<file path="config.mk">
export PLATFORM = sky130hd
export DESIGN_NAME = rv32i_multicycle_controller
export DESIGN_NICKNAME = d
export VERILOG_FILES = /design/src/rtl/alu_types.sv /design/src/rtl/rv32i_defines.sv /design/src/rtl/rv32i_alu_decoder.sv /design/src/rtl/rv32i_multicycle_controller.sv
export SDC_FILE = /design/constraint.sdc
export NUM_CORES = 1
export LEC_CHECK = 0
export BUFFER_PORTS_ARGS = -buffer_cell sky130_fd_sc_hd__buf_2
export CORE_MARGIN = 3
export CORE_UTILIZATION = 30
export CTS_BUF_LIST = sky130_fd_sc_hd__clkbuf_4 sky130_fd_sc_hd__clkbuf_8 sky130_fd_sc_hd__clkbuf_16
export DETAILED_ROUTE_END_ITERATION = 12
export SYNTH_ARGS = -nofsm -noshare
export SYNTH_HDL_FRONTEND = slang
export SYNTH_SLANG_ARGS = --single-unit
</file>
<file path="constraint.sdc">
create_clock -name clk -period 2.26 [get_ports clk]
set_clock_uncertainty 0.15 [all_clocks]
set_input_delay 0.565 -clock clk [delete_from_list [all_inputs] [get_ports clk]]
set_output_delay 0.565 -clock clk [all_outputs]
set_load 0.01 [all_outputs]
</file>
<file path="src/rtl/alu_types.sv">
// ALU operation encoding shared by the controller and the datapath ALU.
package alu_types;

    typedef enum logic [3:0] {
        ALU_ADD  = 4'd0,
        ALU_SUB  = 4'd1,
        ALU_AND  = 4'd2,
        ALU_OR   = 4'd3,
        ALU_XOR  = 4'd4,
        ALU_SLT  = 4'd5,
        ALU_SLTU = 4'd6,
        ALU_SLL  = 4'd7,
        ALU_SRL  = 4'd8,
        ALU_SRA  = 4'd9
    } alu_control_t;

endpackage

</file>
<file path="src/rtl/rv32i_defines.sv">
// Shared definitions for the multicycle rv32i core: FSM states, datapath mux
// selects and the opcode / funct field values the controller decodes.
package rv32i_defines;

    typedef enum logic [3:0] {
        S_FETCH     = 4'd0,
        S_DECODE    = 4'd1,
        S_MEM_ADR   = 4'd2,
        S_MEM_READ  = 4'd3,
        S_MEM_WB    = 4'd4,
        S_MEM_WRITE = 4'd5,
        S_EXECUTE_R = 4'd6,
        S_EXECUTE_I = 4'd7,
        S_ALU_WB    = 4'd8,
        S_BRANCH    = 4'd9,
        S_JAL       = 4'd10,
        S_JALR      = 4'd11,
        S_LUI       = 4'd12,
        S_AUIPC     = 4'd13,
        S_ERROR     = 4'd14
    } state_t;

    typedef enum logic {
        MEM_SRC_PC     = 1'b0,
        MEM_SRC_RESULT = 1'b1
    } mem_src_t;

    typedef enum logic [1:0] {
        SRC_A_PC     = 2'd0,
        SRC_A_OLD_PC = 2'd1,
        SRC_A_REG    = 2'd2,
        SRC_A_ZERO   = 2'd3
    } src_a_t;

    typedef enum logic [1:0] {
        SRC_B_REG  = 2'd0,
        SRC_B_IMM  = 2'd1,
        SRC_B_FOUR = 2'd2
    } src_b_t;

    typedef enum logic [1:0] {
        RES_ALU_OUT    = 2'd0,
        RES_MEM_DATA   = 2'd1,
        RES_ALU_DIRECT = 2'd2
    } result_src_t;

    typedef enum logic [2:0] {
        IMM_I = 3'd0,
        IMM_S = 3'd1,
        IMM_B = 3'd2,
        IMM_U = 3'd3,
        IMM_J = 3'd4
    } imm_src_t;

    // Which instruction class the ALU decoder should interpret funct fields for.
    typedef enum logic [1:0] {
        CLS_NONE   = 2'd0,
        CLS_R      = 2'd1,
        CLS_I      = 2'd2,
        CLS_BRANCH = 2'd3
    } alu_class_t;

    localparam logic [6:0] OP_LOAD   = 7'b0000011;
    localparam logic [6:0] OP_STORE  = 7'b0100011;
    localparam logic [6:0] OP_RTYPE  = 7'b0110011;
    localparam logic [6:0] OP_ITYPE  = 7'b0010011;
    localparam logic [6:0] OP_BRANCH = 7'b1100011;
    localparam logic [6:0] OP_JAL    = 7'b1101111;
    localparam logic [6:0] OP_JALR   = 7'b1100111;
    localparam logic [6:0] OP_LUI    = 7'b0110111;
    localparam logic [6:0] OP_AUIPC  = 7'b0010111;

    localparam logic [2:0] F3_ADD  = 3'b000;
    localparam logic [2:0] F3_SLL  = 3'b001;
    localparam logic [2:0] F3_SLT  = 3'b010;
    localparam logic [2:0] F3_SLTU = 3'b011;
    localparam logic [2:0] F3_XOR  = 3'b100;
    localparam logic [2:0] F3_SR   = 3'b101;
    localparam logic [2:0] F3_OR   = 3'b110;
    localparam logic [2:0] F3_AND  = 3'b111;

    localparam logic [2:0] F3_BEQ  = 3'b000;
    localparam logic [2:0] F3_BNE  = 3'b001;
    localparam logic [2:0] F3_BLT  = 3'b100;
    localparam logic [2:0] F3_BGE  = 3'b101;
    localparam logic [2:0] F3_BLTU = 3'b110;
    localparam logic [2:0] F3_BGEU = 3'b111;

    localparam logic [6:0] F7_BASE = 7'b0000000;
    localparam logic [6:0] F7_ALT  = 7'b0100000;

endpackage

</file>
<file path="src/rtl/rv32i_alu_decoder.sv">
// Combinational ALU decoder: maps instruction class plus funct3/funct7 to an
// ALU operation, and flags funct combinations that are not part of rv32i.
module rv32i_alu_decoder
    import alu_types::*;
    import rv32i_defines::*;
(
    input  logic [1:0]   alu_class,
    input  logic [2:0]   funct3,
    input  logic [6:0]   funct7,
    output alu_control_t alu_control,
    output logic         illegal
);

    // Decode funct fields per class; anything outside rv32i raises illegal.
    always_comb begin
        alu_control = ALU_ADD;
        illegal     = 1'b0;
        case (alu_class)
            CLS_R: begin
                if (funct7 == F7_BASE) begin
                    case (funct3)
                        F3_ADD:  alu_control = ALU_ADD;
                        F3_SLL:  alu_control = ALU_SLL;
                        F3_SLT:  alu_control = ALU_SLT;
                        F3_SLTU: alu_control = ALU_SLTU;
                        F3_XOR:  alu_control = ALU_XOR;
                        F3_SR:   alu_control = ALU_SRL;
                        F3_OR:   alu_control = ALU_OR;
                        default: alu_control = ALU_AND;
                    endcase
                end else if (funct7 == F7_ALT && funct3 == F3_ADD) begin
                    alu_control = ALU_SUB;
                end else if (funct7 == F7_ALT && funct3 == F3_SR) begin
                    alu_control = ALU_SRA;
                end else begin
                    illegal = 1'b1;
                end
            end
            CLS_I: begin
                case (funct3)
                    F3_ADD:  alu_control = ALU_ADD;
                    F3_SLT:  alu_control = ALU_SLT;
                    F3_SLTU: alu_control = ALU_SLTU;
                    F3_XOR:  alu_control = ALU_XOR;
                    F3_OR:   alu_control = ALU_OR;
                    F3_AND:  alu_control = ALU_AND;
                    F3_SLL: begin
                        // funct7 only carries meaning for the shift immediates
                        if (funct7 == F7_BASE) alu_control = ALU_SLL;
                        else                   illegal     = 1'b1;
                    end
                    default: begin
                        if (funct7 == F7_BASE)     alu_control = ALU_SRL;
                        else if (funct7 == F7_ALT) alu_control = ALU_SRA;
                        else                       illegal     = 1'b1;
                    end
                endcase
            end
            CLS_BRANCH: begin
                case (funct3)
                    F3_BEQ, F3_BNE:   alu_control = ALU_SUB;
                    F3_BLT, F3_BGE:   alu_control = ALU_SLT;
                    F3_BLTU, F3_BGEU: alu_control = ALU_SLTU;
                    default:          illegal     = 1'b1;
                endcase
            end
            default: ;
        endcase
    end

endmodule

</file>
<file path="src/rtl/rv32i_multicycle_controller.sv">
// Main control FSM of the multicycle rv32i core. Sequences the shared ALU,
// memory port, PC/PC_old, IR and register file; holds no datapath state.
//
// state       | meaning
// ------------+-------------------------------------------------------
// FETCH       | read instr at PC into IR, PC <= PC + 4
// DECODE      | precompute branch/jump target OLD_PC + imm into ALU_OUT
// MEM_ADR     | compute load/store address rs1 + imm
// MEM_READ    | read memory at ALU_OUT
// MEM_WB      | write load data to rd
// MEM_WRITE   | write rs2 to memory at ALU_OUT
// EXECUTE_R   | rs1 op rs2
// EXECUTE_I   | rs1 op imm
// ALU_WB      | write ALU_OUT to rd
// BRANCH      | compare rs1/rs2, load PC with target when taken
// JAL         | PC <= target in ALU_OUT, ALU computes link OLD_PC + 4
// JALR        | target rs1 + imm into ALU_OUT
// LUI         | 0 + U-imm
// AUIPC       | OLD_PC + U-imm
// ERROR       | illegal instruction; absorbing until reset
module rv32i_multicycle_controller
    import alu_types::*;
    import rv32i_defines::*;
(
    input  logic         clk,
    input  logic         rst,
    input  logic         ena,
    input  logic [6:0]   op,
    input  logic [2:0]   funct3,
    input  logic [6:0]   funct7,
    input  logic         alu_zero,
    output logic         pc_ena,
    output logic         ir_write,
    output logic         mem_wr_ena,
    output logic         reg_write,
    output logic         mem_src,
    output logic [1:0]   alu_src_a,
    output logic [1:0]   alu_src_b,
    output logic [1:0]   result_src,
    output logic [2:0]   imm_src,
    output alu_control_t alu_control,
    output logic         illegal,
    output logic [3:0]   state
);

    state_t     state_q;
    state_t     state_d;
    logic       illegal_q;
    alu_class_t alu_class;
    logic       dec_illegal;
    logic       branch_taken;
    logic       pc_ena_raw;
    logic       ir_write_raw;
    logic       mem_wr_raw;
    logic       reg_write_raw;
    logic       wr_allowed;

    rv32i_alu_decoder u_alu_decoder (
        .alu_class   (alu_class),
        .funct3      (funct3),
        .funct7      (funct7),
        .alu_control (alu_control),
        .illegal     (dec_illegal)
    );

    // State register and sticky illegal flag; ena low freezes both.
    always_ff @(posedge clk) begin
        if (rst) begin
            state_q   <= S_FETCH;
            illegal_q <= 1'b0;
        end else if (ena) begin
            state_q <= state_d;
            if (state_d == S_ERROR) illegal_q <= 1'b1;
        end
    end

    // Branch condition from the zero flag of SUB/SLT/SLTU.
    always_comb begin
        case (funct3)
            F3_BEQ, F3_BGE, F3_BGEU: branch_taken = alu_zero;
            default:                 branch_taken = ~alu_zero;
        endcase
    end

    // Next-state and Moore control decode.
    always_comb begin
        state_d       = state_q;
        pc_ena_raw    = 1'b0;
        ir_write_raw  = 1'b0;
        mem_wr_raw    = 1'b0;
        reg_write_raw = 1'b0;
        mem_src       = MEM_SRC_PC;
        alu_src_a     = SRC_A_PC;
        alu_src_b     = SRC_B_FOUR;
        result_src    = RES_ALU_OUT;
        imm_src       = IMM_I;
        alu_class     = CLS_NONE;
        case (state_q)
            S_FETCH: begin
                ir_write_raw = 1'b1;
                pc_ena_raw   = 1'b1;
                result_src   = RES_ALU_DIRECT;
                state_d      = S_DECODE;
            end
            S_DECODE: begin
                alu_src_a = SRC_A_OLD_PC;
                alu_src_b = SRC_B_IMM;
                imm_src   = (op == OP_JAL) ? IMM_J : IMM_B;
                case (op)
                    OP_LOAD, OP_STORE: state_d = S_MEM_ADR;
                    OP_RTYPE:          state_d = S_EXECUTE_R;
                    OP_ITYPE:          state_d = S_EXECUTE_I;
                    OP_BRANCH:         state_d = S_BRANCH;
                    OP_JAL:            state_d = S_JAL;
                    OP_JALR:           state_d = S_JALR;
                    OP_LUI:            state_d = S_LUI;
                    OP_AUIPC:          state_d = S_AUIPC;
                    default:           state_d = S_ERROR;
                endcase
            end
            S_MEM_ADR: begin
                alu_src_a = SRC_A_REG;
                alu_src_b = SRC_B_IMM;
                if (op == OP_STORE) begin
                    imm_src = IMM_S;
                    state_d = S_MEM_WRITE;
                end else begin
                    state_d = S_MEM_READ;
                end
            end
            S_MEM_READ: begin
                mem_src = MEM_SRC_RESULT;
                state_d = S_MEM_WB;
            end
            S_MEM_WB: begin
                result_src    = RES_MEM_DATA;
                reg_write_raw = 1'b1;
                state_d       = S_FETCH;
            end
            S_MEM_WRITE: begin
                mem_src    = MEM_SRC_RESULT;
                mem_wr_raw = 1'b1;
                state_d    = S_FETCH;
            end
            S_EXECUTE_R: begin
                alu_class = CLS_R;
                alu_src_a = SRC_A_REG;
                alu_src_b = SRC_B_REG;
                state_d   = dec_illegal ? S_ERROR : S_ALU_WB;
            end
            S_EXECUTE_I: begin
                alu_class = CLS_I;
                alu_src_a = SRC_A_REG;
                alu_src_b = SRC_B_IMM;
                state_d   = dec_illegal ? S_ERROR : S_ALU_WB;
            end
            S_ALU_WB: begin
                reg_write_raw = 1'b1;
                state_d       = S_FETCH;
            end
            S_BRANCH: begin
                alu_class  = CLS_BRANCH;
                alu_src_a  = SRC_A_REG;
                alu_src_b  = SRC_B_REG;
                pc_ena_raw = branch_taken & ~dec_illegal;
                state_d    = dec_illegal ? S_ERROR : S_FETCH;
            end
            S_JALR: begin
                alu_src_a = SRC_A_REG;
                alu_src_b = SRC_B_IMM;
                state_d   = S_JAL;
            end
            S_JAL: begin
                // PC takes the target held in ALU_OUT while the ALU forms the link value
                pc_ena_raw = 1'b1;
                alu_src_a  = SRC_A_OLD_PC;
                state_d    = S_ALU_WB;
            end
            S_LUI: begin
                alu_src_a = SRC_A_ZERO;
                alu_src_b = SRC_B_IMM;
                imm_src   = IMM_U;
                state_d   = S_ALU_WB;
            end
            S_AUIPC: begin
                alu_src_a = SRC_A_OLD_PC;
                alu_src_b = SRC_B_IMM;
                imm_src   = IMM_U;
                state_d   = S_ALU_WB;
            end
            default: state_d = S_ERROR;
        endcase
    end

    // No architectural write may happen while held in reset or frozen.
    assign wr_allowed = ena & ~rst;
    assign pc_ena     = pc_ena_raw & wr_allowed;
    assign ir_write   = ir_write_raw & wr_allowed;
    assign mem_wr_ena = mem_wr_raw & wr_allowed;
    assign reg_write  = reg_write_raw & wr_allowed;
    assign illegal    = illegal_q;
    assign state      = state_q;

endmodule

</file>
==> results of run 1 <==
## worst min-delay path, cell delays in order, from the launching register on
cell,delay (ns)
dfxtp_1,0.30
inv_1,0.05
o32ai_1,0.06
## where the power goes
part | total [µW] | internal (µW) | leakage (µW) | switching [µW]
combinational | 342 | 169 | 0.000755 | 173
sequential | 105 | 95.9 | 0.0000424 | 9.12
clock | 175 | 133 | 0.0000262 | 42.0
total | 622 | 398 | 0.000824 | 224
## repair_timing
item,4_1_cts,5_1_grt
pin swaps,14,12
gates resized for setup,12,22
hold buffers,0,0
buffers inserted,3,1
setup endpoints to repair,8,11
## metal layers
metal  share of wire, %  wire, µm  vias to the layer above
li1                   -         -                      728
met1                 44      1560                      648
met2                 50      1780                       35
met3                5.0       175                        2
met4               0.40        14                        0
met5                  0         0                        -
## area by class of cell
cell class | count | area (µm²)
repair buffers | 87 | 581
inverters | 5 | 18.8
well taps | 46 | 57.6
fillers | 355 | 1650
multi-input cells | 128 | 985
flip-flops and latches | 5 | 106
clock buffers | 4 | 48.8
## cells by family after synthesis
| kind of cell | count (synthesis) | share of synthesized area (%) |
|---|---|---|
| simple gates | 78 | 42.3 |
| compound gates | 45 | 34.1 |
| buf+inv | 18 | 10.4 |
| flops | 5 | 9.12 |
| xor+xnor | 4 | 3.19 |
| mux | 1 | 0.912 |
## stage by stage
stage,TNS (ns),setup slack (ns),instances,area (µm²)
after global routing,-1.40,-0.403,275,1800
after global placement,-1.02,-0.397,268,1600
final,-0.943,-0.295,275,1800
after floorplan,-0.220,-0.220,151,1120
after CTS,-1.04,-0.316,275,1720
after detailed placement,-1.07,-0.409,268,1600
## sequential cells by signal, indices dropped and copies added, names as in the netlist
signal and count:
state 4, illegal 1
## layout by cell type (no fill, tap or decap), types with 3 or more instances in the layout
cell type   n
nor2_1     11
buf_2      41
nand3b_1    3
nor3_1      7
nand2b_1    3
o21ai_1     4
nand2_1    16
o21ai_0     5
or3_1       5
a21oi_1     7
buf_4      38
nand4_1     3
a211oi_1    3
a21oi_2     3
inv_1       5
clkbuf_8    3
buf_6       8
## synth_stat cells (4+ instances only)
cell       n  area, µm²
nor2_1    11       41.3
or3_1      5       31.3
nand2_1   18       67.6
a21oi_1   10       50.1
o21ai_0    8       40.0
inv_1      5       18.8
clkbuf_1   5       18.8
nor3_1     9       45.0
nand2b_1   4       25.0
dfxtp_1    5        100
## path summary, 6_finish.rpt
kind / end / slack (ns) / cells after the start
hold / removal: illegal$_SDFFE_PP0P_ / 0.32 / 2
setup reg to reg: illegal$_SDFFE_PP0P_ / 0.24 / 7
setup / recovery: pc_ena / -0.29 / 7
hold reg to reg: illegal$_SDFFE_PP0P_ / 0.32 / 2
==> out/metrics.cfg, run 1 <==
[outcome]
outcome = complete, but fails checks
violations = setup timing

[synth]
seq_area_frac_synth_pct = 9.12
syn_nets = 172
yosys_warnings = 0
synth_edf_count = 0
synthCells = 151
async_reset_ff_share_pct = 0
synth_cell_types = 59
synth-seq-cells = 5
synth.cell_area_um2 = 1100
avgSynthCellArea_um2 = 7.27
synth-main-ff-cell = dfxtp_1

[route]
viasPerCell = 5.14
wl_per_cell_um = 12.8
drc = 0
ant_nets = 0
wirelength_um = 3530
first_iter_violations = 44
dr.pass1.iters = 4
vias = 1413

[flow_run]
maxCapViolations = 0

[grt]
grt.total_usage_pct = 15.8
grt_pass1_vias = 1274
grt_pass1_wl_um = 5560
grt_overflow = 0
grt_use_met1_pct = 20.0
grt_antenna_before_repair = 0
use_met3_pct = 2.02
busiest_layer = met2
grt_start_max_net_pins = 18
grtUsageMet2_pct = 27.9

[pwr]
vdd_ir_drop_max_mv = 0.199
p_leak_uw = 0.000824
p_total_uw = 622
power_density_nw_per_um2 = 346

[floorplan]
rows = 21
die_w_um = 66.5
die_area_um2 = 4420
num_io_pins = 44
core_area_um2 = 3440
fp.dieH_um = 66.5
start_util_pct = 31.9

[setup_path]
crit_chain = buf_6 -> nor4_4 -> and2_4 -> o221ai_2 -> or3_1 -> a21oi_2 -> buf_2
critPathKind = input pin to output pin
critical-path-top-delay-family = simple AND/OR/NAND/NOR gates
crit_slowest_cell = or3_1
worstReg2RegStart = state[2]$_SDFFE_PP0P_
cp.required_ns = 1.54
crit_path_max_incr_delay_ns = 0.37
crit_buf_inv = 2
cp-end-kind = output pin
cp-startpoint = funct7[2]
cp-start-kind = input pin
cp_max_fo = 2
critical_path_arrival_ns = 1.84

[layout]
area_delta_synth_final_pct = 63.7
drive_above_1_share_pct = 56.3
final_nets = 251
antenna_cells = 0
fin_util_pct = 52.2

[cts]
clock-sinks = 5
clock_latency_ns = 0.22
htreeDepth = 1
numCtsBuffers = 3
clkTransAtPathRegs_ns = 0.03
cts_buffer_depth = 2
cts_tree = built
cts-root-buf = clkbuf_8

[sta]
rsz0062_at_grt = true
hold_slack_ns = 0.318
fmax_mhz = 391
slew_viol_final = 0
setup_violations = 4
finalCritPeriodShare_pct = 113
max-slew-margin-rel_pct = 73.9
final_hold_viol_count = 0
min_period_ns = 2.55
setup_ws_ns = -0.295
worst_slew_pin_slew_ns = 0.382

[worst_hold_path]
hold_start = illegal$_SDFFE_PP0P_
hold_class = flop to flop

[placement]
hpwl_um = 2700
globalplace.congestion = 0.837
io_buffers = 43

(Power assumes the default switching activity.)
==> run 2: changes to the inputs <==
- ABC_AREA: default -> 1
- CELL_PAD_IN_SITES_DETAIL_PLACEMENT: default -> 1
- CELL_PAD_IN_SITES_GLOBAL_PLACEMENT: default -> 2
- CORE_UTILIZATION: 30 -> 19
- PLACE_DENSITY_LB_ADDON: default -> 0.1
==> run 2 against run 1 <==
Effect of this change: non-clock buffer count decreased by 16; setup slack improved by 0.21 ns; via count decreased by 1.3%; critical path depth increased by 1; the flow still finishes with violations (setup timing).
==> out/metrics.cfg, run 2 <==
[pwr]
switchingPower_uw = 205
switching_share_pct = 38.1
power_frac_seq_pct = 19.7
p_leak_uw = 0.000898
combPwrFrac_pct = 46.7
p_int_uw = 333
vdd_ir_drop_max_mv = 0.392
p_clk_share_pct = 33.6
power_density_nw_per_um2 = 320

[sta]
slew_viol_final = 0
finalCritPeriodShare_pct = 104
min_period_ns = 2.34
setup_ws_ns = -0.0848
max-slew-margin-rel_pct = 81.4
rsz0062_at_grt = true
fmax_mhz = 426
final_hold_viol_count = 0
fin_setup_tns_ns = -0.249
worst_slew_pin_slew_ns = 0.278
setup_violations = 3

[cts]
cts_buffer_depth = 2
numCtsBuffers = 3
cts-root-buf = clkbuf_8
clkTransAtPathRegs_ns = 0.04
cts_tree = built
clock_latency_ns = 0.23
clock-sinks = 5
htreeDepth = 1

[synth]
synth-main-ff-cell = dfxtp_1
synth-seq-cells = 5
yosysTopAreaCell = nand2_1
synth_cell_types = 26
async_reset_ff_share_pct = 0
synthCells = 178
seq_area_frac_synth_pct = 10.9
syn_nets = 199
yosysMostFrequentCell = nand2_1
synth.area.top_cells = nand2_1, nor2_1, dfxtp_1
synth.cell_area_um2 = 917
synth_edf_count = 0
synth_common_cells = nand2_1, nor2_1, inv_1, nand3_1
avgSynthCellArea_um2 = 5.15
synth_top_area_share_pct = 18.0
yosys_warnings = 0

[route]
dr.pass1.iters = 4
first_iter_violations = 23
wirelength_um = 3970
ant_nets = 0
wl_per_cell_um = 13.0
viasPerCell = 4.59
drc = 0
vias = 1394

[layout]
stdcell_count = 304
mostFrequentLayoutCell = buf_2
design_area_um2 = 1680
antenna_cells = 0
largest_reg_flops = 4
layout_common_cells = buf_2, nand2_1, buf_4
area_delta_synth_final_pct = 83.4
fillCellCount = 606
final_nets = 274
drive_above_1_share_pct = 55.6

[setup_path]
cp-start-kind = input pin
critPathKind = input pin to output pin
worstReg2RegStart = state[3]$_SDFFE_PP0P_
cp.required_ns = 1.54
cp_max_fo = 4
cp-startpoint = funct7[0]
cp-end-kind = output pin
critical_path_arrival_ns = 1.63

[grt]
grt_pass1_wl_um = 6720
grt_pass1_vias = 1533
grt_overflow = 0
grt.total_usage_pct = 14.8
grt_start_max_net_pins = 8
grt_antenna_before_repair = 0

[flow_run]
maxCapViolations = 0

[worst_hold_path]
hold_start = illegal$_SDFFE_PP0P_
hold_class = flop to flop

[outcome]
outcome = complete, but fails checks
violations = setup timing

[floorplan]
start_util_pct = 20.4
rows = 24
die_area_um2 = 5700
fp.dieH_um = 75.5
num_io_pins = 44
core_area_um2 = 4500
die_w_um = 75.5

[placement]
pre_cts_slack_ns = -0.394
placedCellCount = 294
io_buffers = 43
hpwl_um = 3370
dpl-instance-area_um2 = 1360
globalplace.congestion = 0.931

## run 2: cell families (layout without fill, tap and decap cells)
kind of cell	Yosys count	after routing	share of synthesized area, %
DFF	5	5	10.9
AOI/OAI and AO/OA	27	27	19.9
buffers and inverters	35	109	14.5
xor gates and xnor gates	1	1	0.955
and+or+nand+nor	110	110	53.8
## run 2: stage by stage
stage / hold slack (ns) / util [%] / total power, µW
after floorplan: 0.328 / - / 216
after global placement: 0.296 / 30.1 / 313
after detailed placement: 0.311 / 30.1 / 318
after CTS: 0.319 / 34.5 / 523
after global routing: 0.341 / 37.3 / 579
final: 0.313 / 37.3 / 537
## run 2: path summary, 6_finish.rpt
kind	endpoint	slack (ns)	depth (start not counted)
worst max-delay path	alu_control[0]	-0.08	8
worst min-delay path	illegal$_SDFFE_PP0P_	0.31	2
worst max register to register	illegal$_SDFFE_PP0P_	0.41	12
worst min register to register	illegal$_SDFFE_PP0P_	0.31	2
## run 2: final cells by class
cell class | count | area [µm²] | share of cell area, %
Inverter | 34 | 133 | 7.89
Clock buffer | 4 | 48.8 | 2.90
Timing Repair Buffer | 71 | 474 | 28.2
Multi-Input combinational cell | 138 | 848 | 50.4
Sequential cell | 5 | 113 | 6.70
Tap cell | 52 | 65.1 | 3.87
## run 2: worst max-delay path: stages
cell       delay [ns]
buf_6            0.10
nor2_4           0.11
nand2_4          0.09
nor2_4           0.17
inv_4            0.07
o311ai_2         0.23
o2111ai_1        0.15
buf_2            0.16
## run 2: what timing repair did
action                     4_1_cts  5_1_grt
buffers inserted                 3        4
pin swaps                       15       16
hold buffers                     0        0
hold endpoints to repair         0        0
setup endpoints to repair        5        8
resized for setup               36       37
## run 2: per-layer routing
metal	wire [µm]	vias to the layer above	GRT usage, %
li1	-	725	-
met1	1830	620	19.7
met2	1840	43	24.1
met3	257	6	3.69
met4	42	0	3.50
met5	0	-	0
## run 2: power by group through the flow
stage / clock network [µW] / logic, µW / registers, µW
after floorplan: 0 / 109 / 107
after global placement: 0 / 207 / 106
after detailed placement: 0 / 212 / 105
after CTS: 184 / 233 / 106
after global routing: 192 / 280 / 108
final: 180 / 251 / 106
==> run 3: changes to the inputs <==
- CORE_UTILIZATION: 19 -> 21
- clock period: 2.26 -> 2.3 ns (I/O delays scaled with it)
==> run 3 against run 2 <==
Effect of this change: the flow still finishes with violations (setup timing); sequential cell count stayed put; critical path depth up 2; sequential share of layout area is 0.28 points lower; routed wire length increased by 1.2%; combinational power about the same; sequential power about the same; setup slack worse by 0.0011 ns; via count increased by 0.50%.
==> out/metrics.cfg, run 3 (synthesis gave the netlist of run 2 again) <==
[outcome]
outcome = complete, but fails checks
violations = setup timing

[pwr]
vdd_ir_drop_max_mv = 0.321
power_density_nw_per_um2 = 318
p_leak_uw = 0.000867

[route]
wirelength_um = 4020
ant_nets = 0
vias = 1401
wl_per_cell_um = 13.4
dr.pass1.iters = 4
first_iter_violations = 48
drc = 0
viasPerCell = 4.67

[layout]
final_nets = 272
layout_common_cells = nand2_1, buf_2, buf_4
largest_reg_flops = 4
mostFrequentLayoutCell = nand2_1
area_delta_synth_final_pct = 82.8
multi_input_area_um2 = 868
antenna_cells = 0
register_area_um2 = 108
drive_above_1_share_pct = 53.2
fillCellCount = 562

[floorplan]
die_area_um2 = 5200
core_area_um2 = 4120
fp.dieH_um = 72.1
die_w_um = 72.1
start_util_pct = 22.3
rows = 23
num_io_pins = 44

[placement]
hpwl_um = 3250
globalplace.congestion = 0.893
io_buffers = 43

[setup_path]
cp-start-kind = input pin
cp_max_fo = 5
cp-end-kind = output pin
critical_path_arrival_ns = 1.66
critPathKind = input pin to output pin
cp.required_ns = 1.57

[cts]
cts-root-buf = clkbuf_8
postCtsHoldBufs = 0
clock-sinks = 5
cts_buffer_depth = 2
cts_tree = built
numCtsBuffers = 3
clkTransAtPathRegs_ns = 0.04
clock_latency_ns = 0.22
htreeDepth = 1

[sta]
worst_slew_pin_slew_ns = 0.309
rsz0062_at_grt = true
setup_violations = 2
min_period_ns = 2.39
fin_setup_tns_ns = -0.171
hold_slack_ns = 0.317
setup_ws_ns = -0.0858
slew_viol_final = 0
max-slew-margin-rel_pct = 79.3
finalCritPeriodShare_pct = 104
final_hold_viol_count = 0
fmax_mhz = 419

[grt]
grt_pass1_wl_um = 6560
grt_start_max_net_pins = 8
grt_antenna_before_repair = 0
grt.total_usage_pct = 15.4
grt_pass1_vias = 1426
grt_overflow = 0

[flow_run]
maxCapViolations = 0

[worst_hold_path]
hold_class = flop to flop

run 3: cell count changes in the layout (fill, tap and decap cells not counted), sizes merged:
cell	delta
clkinv	+1
inv	-1
buf	-2
run 3: stage by stage:
stage | util [%] | cell area, µm² | total power [µW] | instances | setup slack (ns)
2_1_floorplan | - | 917 | 212 | 178 | 0.0587
3_3_place_gp | 32.6 | 1340 | 308 | 290 | -0.233
3_5_place_dp | 32.6 | 1340 | 313 | 290 | -0.273
4_1_cts | 37.9 | 1560 | 523 | 298 | -0.113
5_1_grt | 40.7 | 1680 | 574 | 300 | -0.182
6_report | 40.7 | 1680 | 534 | 300 | -0.0858
run 3: power breakdown:
group	total (µW)	leakage [µW]	switching [µW]	internal, µW
Clock	181	0.0000262	49.7	131
Combinational	250	0.000798	146	104
Sequential	103	0.0000428	9.64	93.4
Total	534	0.000867	205	329
run 3: worst max-delay path, cell delays in order:
cell and delay, ns:
buf_6 0.09, nor2_4 0.15, nand2_2 0.08, nor2_4 0.16, inv_4 0.07, nand3_4 0.07, nand3_2 0.09, nor3_2 0.11
o31a_1 0.13, buf_2 0.13
run 3: timing repair:
| action | CTS | global route |
|---|---|---|
| setup buffers | 4 | 2 |
| resized for setup | 40 | 29 |
| pin swaps | 15 | 11 |
| endpoints found under the setup margin | 6 | 10 |
run 3: area by class of cell:
type	count	share of cell area, %
clock buffers	4	2.91
well taps	50	3.73
flip-flops and latches	5	6.42
repair buffers	69	27.1
inverters	34	8.06
multi-input cells	138	51.8
run 3: worst paths after layout:
check	end	slack, ns	start	cells after the start
max	pc_ena	-0.09	funct7[4]	10
min	illegal$_SDFFE_PP0P_	0.32	illegal$_SDFFE_PP0P_	2
max reg2reg	illegal$_SDFFE_PP0P_	0.43	state[0]$_SDFFE_PP0P_	13
min reg2reg	illegal$_SDFFE_PP0P_	0.32	illegal$_SDFFE_PP0P_	2
run 3: routing by layer:
metal  routed length (µm)  track usage (%)  share of wire (%)  vias to the layer above
met5                    0                0                  0                        -
met4                   30             3.97               0.75                        0
met3                  168             2.35                4.2                        6
met2                 1870             24.7                 46                       29
met1                 1950             21.6                 49                      647
li1                     -                -                  -                      719
